### config.mk
export PLATFORM = sky130hd
export DESIGN_NAME = ahbl_arbiter_flat
export DESIGN_NICKNAME = d
export VERILOG_FILES = /design/src/rtl/ahbl_arbiter_if.sv /design/src/rtl/ahbl_arbiter.sv /design/src/flat_wrapper.sv
export SDC_FILE = /design/constraint.sdc
export NUM_CORES = 1
export LEC_CHECK = 0
export CORE_MARGIN = 3
export CORE_UTILIZATION = 25
export DETAILED_ROUTE_END_ITERATION = 12
export SLEW_MARGIN = 20
export SYNTH_ARGS = -nofsm -noshare
export SYNTH_HDL_FRONTEND = slang
export SYNTH_SLANG_ARGS = --single-unit
### constraint.sdc
create_clock -name clk -period 5.31 [get_ports clk]
set_clock_uncertainty 0.2 [all_clocks]
set_input_delay 1.062 -clock clk [delete_from_list [all_inputs] [get_ports clk]]
set_output_delay 1.062 -clock clk [all_outputs]
set_load 0.1 [all_outputs]
### src/rtl/ahbl_arbiter_if.sv
// AHB-Lite arbiter bus bundle: N upstream master ports plus one downstream port.
// Ports: src_* carry the per-master address/data phases (packed, port 0 in LSBs),
//        dst_* carry the muxed downstream transfer; slave = arbiter view, master = environment view.
interface ahbl_arbiter_if #(
    parameter int N_PORTS = 2,
    parameter int W_ADDR  = 32,
    parameter int W_DATA  = 32
);
    logic [N_PORTS-1:0]        src_hready;
    logic [N_PORTS-1:0]        src_hresp;
    logic [N_PORTS*W_ADDR-1:0] src_haddr;
    logic [N_PORTS-1:0]        src_hwrite;
    logic [N_PORTS*2-1:0]      src_htrans;
    logic [N_PORTS*3-1:0]      src_hsize;
    logic [N_PORTS*3-1:0]      src_hburst;
    logic [N_PORTS*4-1:0]      src_hprot;
    logic [N_PORTS-1:0]        src_hmastlock;
    logic [N_PORTS*W_DATA-1:0] src_hwdata;
    logic [N_PORTS*W_DATA-1:0] src_hrdata;

    logic                      dst_hready;
    logic                      dst_hready_resp;
    logic                      dst_hresp;
    logic [W_ADDR-1:0]         dst_haddr;
    logic                      dst_hwrite;
    logic [1:0]                dst_htrans;
    logic [2:0]                dst_hsize;
    logic [2:0]                dst_hburst;
    logic [3:0]                dst_hprot;
    logic                      dst_hmastlock;
    logic [W_DATA-1:0]         dst_hwdata;
    logic [W_DATA-1:0]         dst_hrdata;

    // Arbiter side: slave to the upstream masters, master to the downstream slave.
    modport slave (
        output src_hready, src_hresp, src_hrdata,
        input  src_haddr, src_hwrite, src_htrans, src_hsize, src_hburst,
        input  src_hprot, src_hmastlock, src_hwdata,
        output dst_hready, dst_haddr, dst_hwrite, dst_htrans, dst_hsize,
        output dst_hburst, dst_hprot, dst_hmastlock, dst_hwdata,
        input  dst_hready_resp, dst_hresp, dst_hrdata
    );

    // Environment side: upstream masters plus the downstream slave.
    modport master (
        input  src_hready, src_hresp, src_hrdata,
        output src_haddr, src_hwrite, src_htrans, src_hsize, src_hburst,
        output src_hprot, src_hmastlock, src_hwdata,
        input  dst_hready, dst_haddr, dst_hwrite, dst_htrans, dst_hsize,
        input  dst_hburst, dst_hprot, dst_hmastlock, dst_hwdata,
        output dst_hready_resp, dst_hresp, dst_hrdata
    );
endinterface

### src/rtl/ahbl_arbiter.sv
// Purpose: N-master to 1-slave AHB-Lite arbiter, round-robin, losers' address phases held and replayed.
// Latency: uncontended live request passes through combinationally (0 cycles); buffered ones issue on win.
// Backpressure: a buffered master sees src_hready=0 until its replayed transfer's data phase completes.
// Ports: clk, rst (sync, active-high), bus (ahbl_arbiter_if.slave: src_* upstream, dst_* downstream).
// Option: define AHBL_ARBITER_LOCK_EN to make hmastlock hold the grant; otherwise it is only forwarded.
module ahbl_arbiter #(
    parameter int N_PORTS = 2,
    parameter int W_ADDR  = 32,
    parameter int W_DATA  = 32
) (
    input  logic          clk,
    input  logic          rst,
    ahbl_arbiter_if.slave bus
);
    localparam int PW = (N_PORTS > 1) ? $clog2(N_PORTS) : 1;

    typedef struct packed {
        logic [W_ADDR-1:0] addr;
        logic              write;
        logic [2:0]        size;
        logic [2:0]        burst;
        logic [3:0]        prot;
        logic              mastlock;
    } req_t;

    req_t               buf_q    [N_PORTS];
    req_t               buf_d    [N_PORTS];
    req_t               live_req [N_PORTS];
    req_t               cand_req [N_PORTS];
    req_t               gnt_req;
    logic [N_PORTS-1:0] buf_vld_q, buf_vld_d;
    logic [N_PORTS-1:0] live, cand, src_hready_o, src_hresp_o;
    logic [N_PORTS-1:0] unused_htrans_lsb;
    logic [PW-1:0]      rr_q, rr_d, dph_owner_q, dph_owner_d, hold_port_q, hold_port_d, gnt_port;
    logic               dph_valid_q, dph_valid_d, hold_vld_q, hold_vld_d, gnt_vld, accept;
`ifdef AHBL_ARBITER_LOCK_EN
    logic               lock_vld_q, lock_vld_d;
    logic [PW-1:0]      lock_port_q, lock_port_d;
`endif

    // Upstream response: buffered ports stall, the data-phase owner sees the slave, others idle-ready.
    always_comb begin
        for (int i = 0; i < N_PORTS; i++) begin
            src_hready_o[i] = 1'b1;
            src_hresp_o[i]  = 1'b0;
            if (dph_valid_q && dph_owner_q == PW'(i)) begin
                src_hready_o[i] = bus.dst_hready_resp;
                src_hresp_o[i]  = bus.dst_hresp;
            end
            if (buf_vld_q[i]) begin
                src_hready_o[i] = 1'b0;
            end
        end
    end

    assign bus.src_hready = src_hready_o;
    assign bus.src_hresp  = src_hresp_o;
    assign bus.src_hrdata = {N_PORTS{bus.dst_hrdata}};
    assign bus.dst_hready = bus.dst_hready_resp;

    // Per-port candidate: the held request has precedence over whatever is on the live bus.
    always_comb begin
        for (int i = 0; i < N_PORTS; i++) begin
            live_req[i].addr     = bus.src_haddr[i*W_ADDR +: W_ADDR];
            live_req[i].write    = bus.src_hwrite[i];
            live_req[i].size     = bus.src_hsize[i*3 +: 3];
            live_req[i].burst    = bus.src_hburst[i*3 +: 3];
            live_req[i].prot     = bus.src_hprot[i*4 +: 4];
            live_req[i].mastlock = bus.src_hmastlock[i];
            live[i]              = bus.src_htrans[2*i+1] & src_hready_o[i];
            cand[i]              = buf_vld_q[i] | live[i];
            cand_req[i]          = buf_vld_q[i] ? buf_q[i] : live_req[i];
            // SEQ/NSEQ distinction is dropped: every issued beat goes out as NSEQ.
            unused_htrans_lsb[i] = bus.src_htrans[2*i];
        end
    end

    // Grant. A request offered while the slave stalled keeps the grant so the
    // downstream address phase stays stable until it is accepted.
    always_comb begin
        gnt_vld  = 1'b0;
        gnt_port = '0;
        if (hold_vld_q) begin
            gnt_vld  = cand[hold_port_q];
            gnt_port = hold_port_q;
        end else begin
            // Descending scan so the nearest port after rr_q is the last (winning) assignment.
            for (int k = N_PORTS - 1; k >= 0; k--) begin
                if (cand[(int'(rr_q) + k) % N_PORTS]) begin
                    gnt_vld  = 1'b1;
                    gnt_port = PW'((int'(rr_q) + k) % N_PORTS);
                end
            end
        end
`ifdef AHBL_ARBITER_LOCK_EN
        if (lock_vld_q) begin
            gnt_vld  = cand[lock_port_q];
            gnt_port = lock_port_q;
        end
`endif
    end

    assign gnt_req = cand_req[gnt_port];
    assign accept  = gnt_vld & bus.dst_hready_resp;

    always_comb begin
        bus.dst_htrans    = gnt_vld ? 2'b10 : 2'b00;
        bus.dst_haddr     = gnt_vld ? gnt_req.addr : '0;
        bus.dst_hwrite    = gnt_vld & gnt_req.write;
        bus.dst_hsize     = gnt_vld ? gnt_req.size : 3'b000;
        bus.dst_hburst    = gnt_vld ? gnt_req.burst : 3'b000;
        bus.dst_hprot     = gnt_vld ? gnt_req.prot : 4'b0000;
        bus.dst_hmastlock = gnt_vld & gnt_req.mastlock;
    end

    assign bus.dst_hwdata = bus.src_hwdata[int'(dph_owner_q)*W_DATA +: W_DATA];

    always_comb begin
        buf_d       = buf_q;
        buf_vld_d   = buf_vld_q;
        rr_d        = rr_q;
        dph_valid_d = dph_valid_q;
        dph_owner_d = dph_owner_q;
        hold_vld_d  = gnt_vld & ~bus.dst_hready_resp;
        hold_port_d = gnt_port;
        for (int i = 0; i < N_PORTS; i++) begin
            if (buf_vld_q[i]) begin
                if (accept && gnt_port == PW'(i)) buf_vld_d[i] = 1'b0;
            end else if (live[i] && !(accept && gnt_port == PW'(i))) begin
                buf_vld_d[i] = 1'b1;
                buf_d[i]     = live_req[i];
            end
        end
        if (accept) begin
            rr_d        = (gnt_port == PW'(N_PORTS - 1)) ? '0 : gnt_port + PW'(1);
            dph_valid_d = 1'b1;
            dph_owner_d = gnt_port;
        end else if (bus.dst_hready_resp) begin
            dph_valid_d = 1'b0;
        end
    end

`ifdef AHBL_ARBITER_LOCK_EN
    // Lock follows the hmastlock of each accepted phase; an IDLE from the locked port also drops it.
    always_comb begin
        lock_vld_d  = lock_vld_q;
        lock_port_d = lock_port_q;
        if (accept) begin
            lock_vld_d  = gnt_req.mastlock;
            lock_port_d = gnt_port;
        end else if (lock_vld_q && !buf_vld_q[lock_port_q] && src_hready_o[lock_port_q]
                     && !bus.src_htrans[2*int'(lock_port_q)+1]) begin
            lock_vld_d = 1'b0;
        end
    end

    always_ff @(posedge clk) begin
        if (rst) begin
            lock_vld_q  <= 1'b0;
            lock_port_q <= '0;
        end else begin
            lock_vld_q  <= lock_vld_d;
            lock_port_q <= lock_port_d;
        end
    end
`endif

    always_ff @(posedge clk) begin
        if (rst) begin
            for (int i = 0; i < N_PORTS; i++) buf_q[i] <= '0;
            buf_vld_q   <= '0;
            rr_q        <= '0;
            dph_valid_q <= 1'b0;
            dph_owner_q <= '0;
            hold_vld_q  <= 1'b0;
            hold_port_q <= '0;
        end else begin
            buf_q       <= buf_d;
            buf_vld_q   <= buf_vld_d;
            rr_q        <= rr_d;
            dph_valid_q <= dph_valid_d;
            dph_owner_q <= dph_owner_d;
            hold_vld_q  <= hold_vld_d;
            hold_port_q <= hold_port_d;
        end
    end
endmodule

### src/flat_wrapper.sv
// flat-port wrapper written by rule: the top's interface ports become plain ports
module ahbl_arbiter_flat 
#(
    parameter int N_PORTS = 2,
    parameter int W_ADDR  = 32,
    parameter int W_DATA  = 32
)
  (clk, rst, bus_src_hready, bus_src_hresp, bus_src_hrdata, bus_src_haddr, bus_src_hwrite, bus_src_htrans, bus_src_hsize, bus_src_hburst, bus_src_hprot, bus_src_hmastlock, bus_src_hwdata, bus_dst_hready, bus_dst_haddr, bus_dst_hwrite, bus_dst_htrans, bus_dst_hsize, bus_dst_hburst, bus_dst_hprot, bus_dst_hmastlock, bus_dst_hwdata, bus_dst_hready_resp, bus_dst_hresp, bus_dst_hrdata);
  ahbl_arbiter_if #(.N_PORTS(N_PORTS), .W_ADDR(W_ADDR), .W_DATA(W_DATA)) bus_i ();
  input  logic clk;
  input  logic rst;
  output wire logic [$bits(bus_i.src_hready)-1:0] bus_src_hready;
  output wire logic [$bits(bus_i.src_hresp)-1:0] bus_src_hresp;
  output wire logic [$bits(bus_i.src_hrdata)-1:0] bus_src_hrdata;
  input wire logic [$bits(bus_i.src_haddr)-1:0] bus_src_haddr;
  input wire logic [$bits(bus_i.src_hwrite)-1:0] bus_src_hwrite;
  input wire logic [$bits(bus_i.src_htrans)-1:0] bus_src_htrans;
  input wire logic [$bits(bus_i.src_hsize)-1:0] bus_src_hsize;
  input wire logic [$bits(bus_i.src_hburst)-1:0] bus_src_hburst;
  input wire logic [$bits(bus_i.src_hprot)-1:0] bus_src_hprot;
  input wire logic [$bits(bus_i.src_hmastlock)-1:0] bus_src_hmastlock;
  input wire logic [$bits(bus_i.src_hwdata)-1:0] bus_src_hwdata;
  output wire logic [$bits(bus_i.dst_hready)-1:0] bus_dst_hready;
  output wire logic [$bits(bus_i.dst_haddr)-1:0] bus_dst_haddr;
  output wire logic [$bits(bus_i.dst_hwrite)-1:0] bus_dst_hwrite;
  output wire logic [$bits(bus_i.dst_htrans)-1:0] bus_dst_htrans;
  output wire logic [$bits(bus_i.dst_hsize)-1:0] bus_dst_hsize;
  output wire logic [$bits(bus_i.dst_hburst)-1:0] bus_dst_hburst;
  output wire logic [$bits(bus_i.dst_hprot)-1:0] bus_dst_hprot;
  output wire logic [$bits(bus_i.dst_hmastlock)-1:0] bus_dst_hmastlock;
  output wire logic [$bits(bus_i.dst_hwdata)-1:0] bus_dst_hwdata;
  input wire logic [$bits(bus_i.dst_hready_resp)-1:0] bus_dst_hready_resp;
  input wire logic [$bits(bus_i.dst_hresp)-1:0] bus_dst_hresp;
  input wire logic [$bits(bus_i.dst_hrdata)-1:0] bus_dst_hrdata;
  assign bus_src_hready = bus_i.src_hready;
  assign bus_src_hresp = bus_i.src_hresp;
  assign bus_src_hrdata = bus_i.src_hrdata;
  assign bus_i.src_haddr = bus_src_haddr;
  assign bus_i.src_hwrite = bus_src_hwrite;
  assign bus_i.src_htrans = bus_src_htrans;
  assign bus_i.src_hsize = bus_src_hsize;
  assign bus_i.src_hburst = bus_src_hburst;
  assign bus_i.src_hprot = bus_src_hprot;
  assign bus_i.src_hmastlock = bus_src_hmastlock;
  assign bus_i.src_hwdata = bus_src_hwdata;
  assign bus_dst_hready = bus_i.dst_hready;
  assign bus_dst_haddr = bus_i.dst_haddr;
  assign bus_dst_hwrite = bus_i.dst_hwrite;
  assign bus_dst_htrans = bus_i.dst_htrans;
  assign bus_dst_hsize = bus_i.dst_hsize;
  assign bus_dst_hburst = bus_i.dst_hburst;
  assign bus_dst_hprot = bus_i.dst_hprot;
  assign bus_dst_hmastlock = bus_i.dst_hmastlock;
  assign bus_dst_hwdata = bus_i.dst_hwdata;
  assign bus_i.dst_hready_resp = bus_dst_hready_resp;
  assign bus_i.dst_hresp = bus_dst_hresp;
  assign bus_i.dst_hrdata = bus_dst_hrdata;
  ahbl_arbiter #(.N_PORTS(N_PORTS), .W_ADDR(W_ADDR), .W_DATA(W_DATA)) u_core (.clk(clk), .rst(rst), .bus(bus_i));
endmodule
==> flow_metrics.py <==
metrics = {
    "clocking": {
        "cts.htree.levels": 3,
        "cts_tree": "yes",
        "cts_sinks": 95,
        "post_cts_buffers": 0,
        "cts_buffer_depth": 2,
        "post_cts_resized": 0,
        "cts_buffers": 9,
        "root_buffer": "clkbuf_16",
        "cts_hold_buf": 0,
        "cts.clk_slew.worst_paths_ns": 0.07,
        "clock_latency_ns": 0.35,
    },
    "sta": {
        "period_share_pct": 90.4,
        "worst_pin_slew_ns": 0.991,
        "fin_crit_ns": 4.80,
        "slew-limit-headroom_pct": 33.7,
        "hold_violations": 0,
        "fin_ws_ns": 0.508,
        "rsz0062_at_grt": "no",
        "fmax_ghz": 0.208,
        "setup_viol": 0,
        "worst_hold_slack_ns": 0.272,
        "drv_slew": 0,
    },
    "yosys": {
        "synth-edff-count": 0,
        "synthesis.nets": 955,
        "synth.ff_latch_count": 95,
        "ys_async_sr_fraction_pct": 0,
        "synthTopCellsByCount": "dfxtp_1, a211oi_1, mux2i_1, nand2b_1, mux2_2",
        "yosysMostFrequentCell": "dfxtp_1",
        "synth_seq_area_share_pct": 28.3,
        "synth.top_cell.area_share_pct": 28.3,
        "synthFlopType": "dfxtp_1",
        "syn_inst": 763,
        "netlist_area_um2": 6720,
        "synth_area_leaders": "dfxtp_1, mux2i_1, mux2_2, a211oi_1, nand2b_1",
        "synth_cell_types": 39,
        "syn_avg_cell_area_um2": 8.81,
        "synth_top_area_cell": "dfxtp_1",
        "yosysWarnings": 0,
    },
    "critical_path": {
        "r2r_start": "u_core.buf_vld_q[1]",
        "start_kind": "input pin",
        "critical_path_required_ns": 4.05,
        "cpMostUsedCell": "buf_12",
        "crit_chain": "clkdlybuf4s50_1 > buf_4 > inv_1 > a41oi_4 > a21o_2 > buf_12 > a211oi_1 > buf_12",
        "critical_path_peak_fanout": 24,
        "worstSetupStartpoint": "bus_dst_hready_resp",
        "endpoint_kind": "primary output",
        "critPathKind": "input pin to primary output",
        "max_stage_delay_ns": 0.50,
        "slowest_stage": "a211oi_1",
        "arrival_ns": 3.54,
    },
    "pwr": {
        "p_clk_share_pct": 20.7,
        "power.internal_uw": 1710,
        "ir_drop_mv": 0.209,
        "p_per_area_nw_per_um2": 330,
        "switching_share_pct": 46.3,
        "seqPwrFrac_pct": 25.3,
        "leakage_uw": 0.00338,
        "p_sw_uw": 1480,
        "p_comb_share_pct": 54.0,
    },
    "layout": {
        "fin_cells": 1230,
        "drive_above_1_share_pct": 21.9,
        "syn_to_final_growth_pct": 43.9,
        "final_area_um2": 9670,
        "fill_cells": 2594,
        "nets": 1081,
        "fin_util_pct": 36.9,
    },
    "die": {
        "pin_count": 339,
        "start_util_pct": 25.6,
        "dieArea_um2": 28900,
        "row_count": 59,
        "die_h_um": 170,
        "coreArea_um2": 26200,
        "fp.dieW_um": 170,
    },
    "drt": {
        "dr.pass1.iters": 4,
        "drc": 0,
        "drt_iter0_drc": 335,
        "viasPerCell": 4.90,
        "num_vias": 6027,
        "wl_per_cell_um": 18.7,
        "wl_mm": 23.0,
        "ant_nets": 0,
    },
    "grt": {
        "grt_max_degree": 103,
        "grt_overflow_total": 0,
        "grt_pass1_wl_mm": 34.5,
        "grt_pass1_vias": 5989,
        "antenna_found_initial": 0,
        "track_usage_pct": 15.0,
    },
    "placement": {
        "dpl_cell_area_um2": 9380,
        "portBuffers": 239,
        "place.gp.congestion": 0.716,
        "dp.cells": 1213,
        "dp_hpwl_mm": 15.8,
        "dp_slack_ns": 0.517,
    },
    "run_status": {
        "outcome": "finished, final reports clean",
    },
    "job": {
        "drv_cap": 0,
    },
    "worst_hold_path": {
        "hp-class": "register to register",
        "hp-start": "u_core.buf_q[9]",
    },
}
[flip-flops by register name, indices dropped and copies added (netlist names)]
name	count
u_core.buf_vld_q	2
u_core.hold_port_q	1
u_core.buf_q	88
u_core.dph_valid_q	1
u_core.rr_q	1
u_core.hold_vld_q	1
u_core.dph_owner_q	1
[power by group through the flow]
stage,Combinational [uW],Sequential (uW),Clock [uW]
after CTS,1730,809,690
after floorplan,1360,795,0
after detailed placement,1730,826,0
final,1720,809,661
after global placement,1720,823,0
after global routing,1790,817,711
[metrics by stage]
step           setup TNS [ns]  power (uW)
6_report                    0        3190
5_1_grt                     0        3320
4_1_cts                     0        3230
3_5_place_dp                0        2550
3_3_place_gp                0        2550
2_1_floorplan           -9.48        2150
[cell type report]
class                      instances  area, um2  share of cell area (%)
timing repair buffer             257       3000                    31.0
multi-input combinational        518       4030                    41.6
antenna                            1       2.50                  0.0259
inverter                           8       30.0                   0.310
clock inverter                     7       66.3                   0.686
clock buffer                       9        225                    2.33
sequential                        95       1910                    19.7
tap                              335        419                    4.33
[metal layers]
layer / vias to the layer above / global-route usage, % / share of wire [%]
li1: 2943 / - / -
met1: 2877 / 20.5 / 47
met2: 167 / 23.7 / 46
met3: 40 / 3.55 / 5.7
met4: 0 / 4.13 / 1.4
met5: - / 0 / 0
[kinds of logic (layout without fill, tap and decap cells)]
kind of cell | count (synthesis) | in the layout | synth area share [%]
other cells | 1 | 2 | 0.0558
simple gates | 155 | 155 | 13.7
flops | 95 | 95 | 28.3
mux | 164 | 164 | 25.8
buf+inv | 150 | 281 | 13.0
compound gates | 198 | 198 | 19.1
[path summary, 6_finish.rpt]
check / end / slack [ns] / cells after the start
worst min register to register: u_core.buf_q[9] / 0.27 / 2
worst max register to register: u_core.hold_port_q / 2.42 / 5
worst max-delay path: bus_dst_haddr[19] / 0.51 / 8
worst min-delay path: u_core.buf_q[9] / 0.27 / 2
[cells in the final DEF (no fill, tap or decap), drive strengths merged, types with 2 or more instances in the layout]
cell,n
nand3,45
nor2,4
dfxtp,95
a21oi,47
clkdlybuf4s50,176
buf,81
clkbuf,9
nor2b,2
mux2,76
a211oi,89
o211ai,6
mux2i,88
nand2,4
o21ai,47
nor3,4
and3b,2
clkinv,3
inv,11
nand2b,88
[worst max-delay path, delay by kind of cell]
kind                   cells  cell delay (ns)
AO/OA/AOI/OAI              3             1.22
buffers and inverters      5             1.23
(Power assumes the default switching activity.)
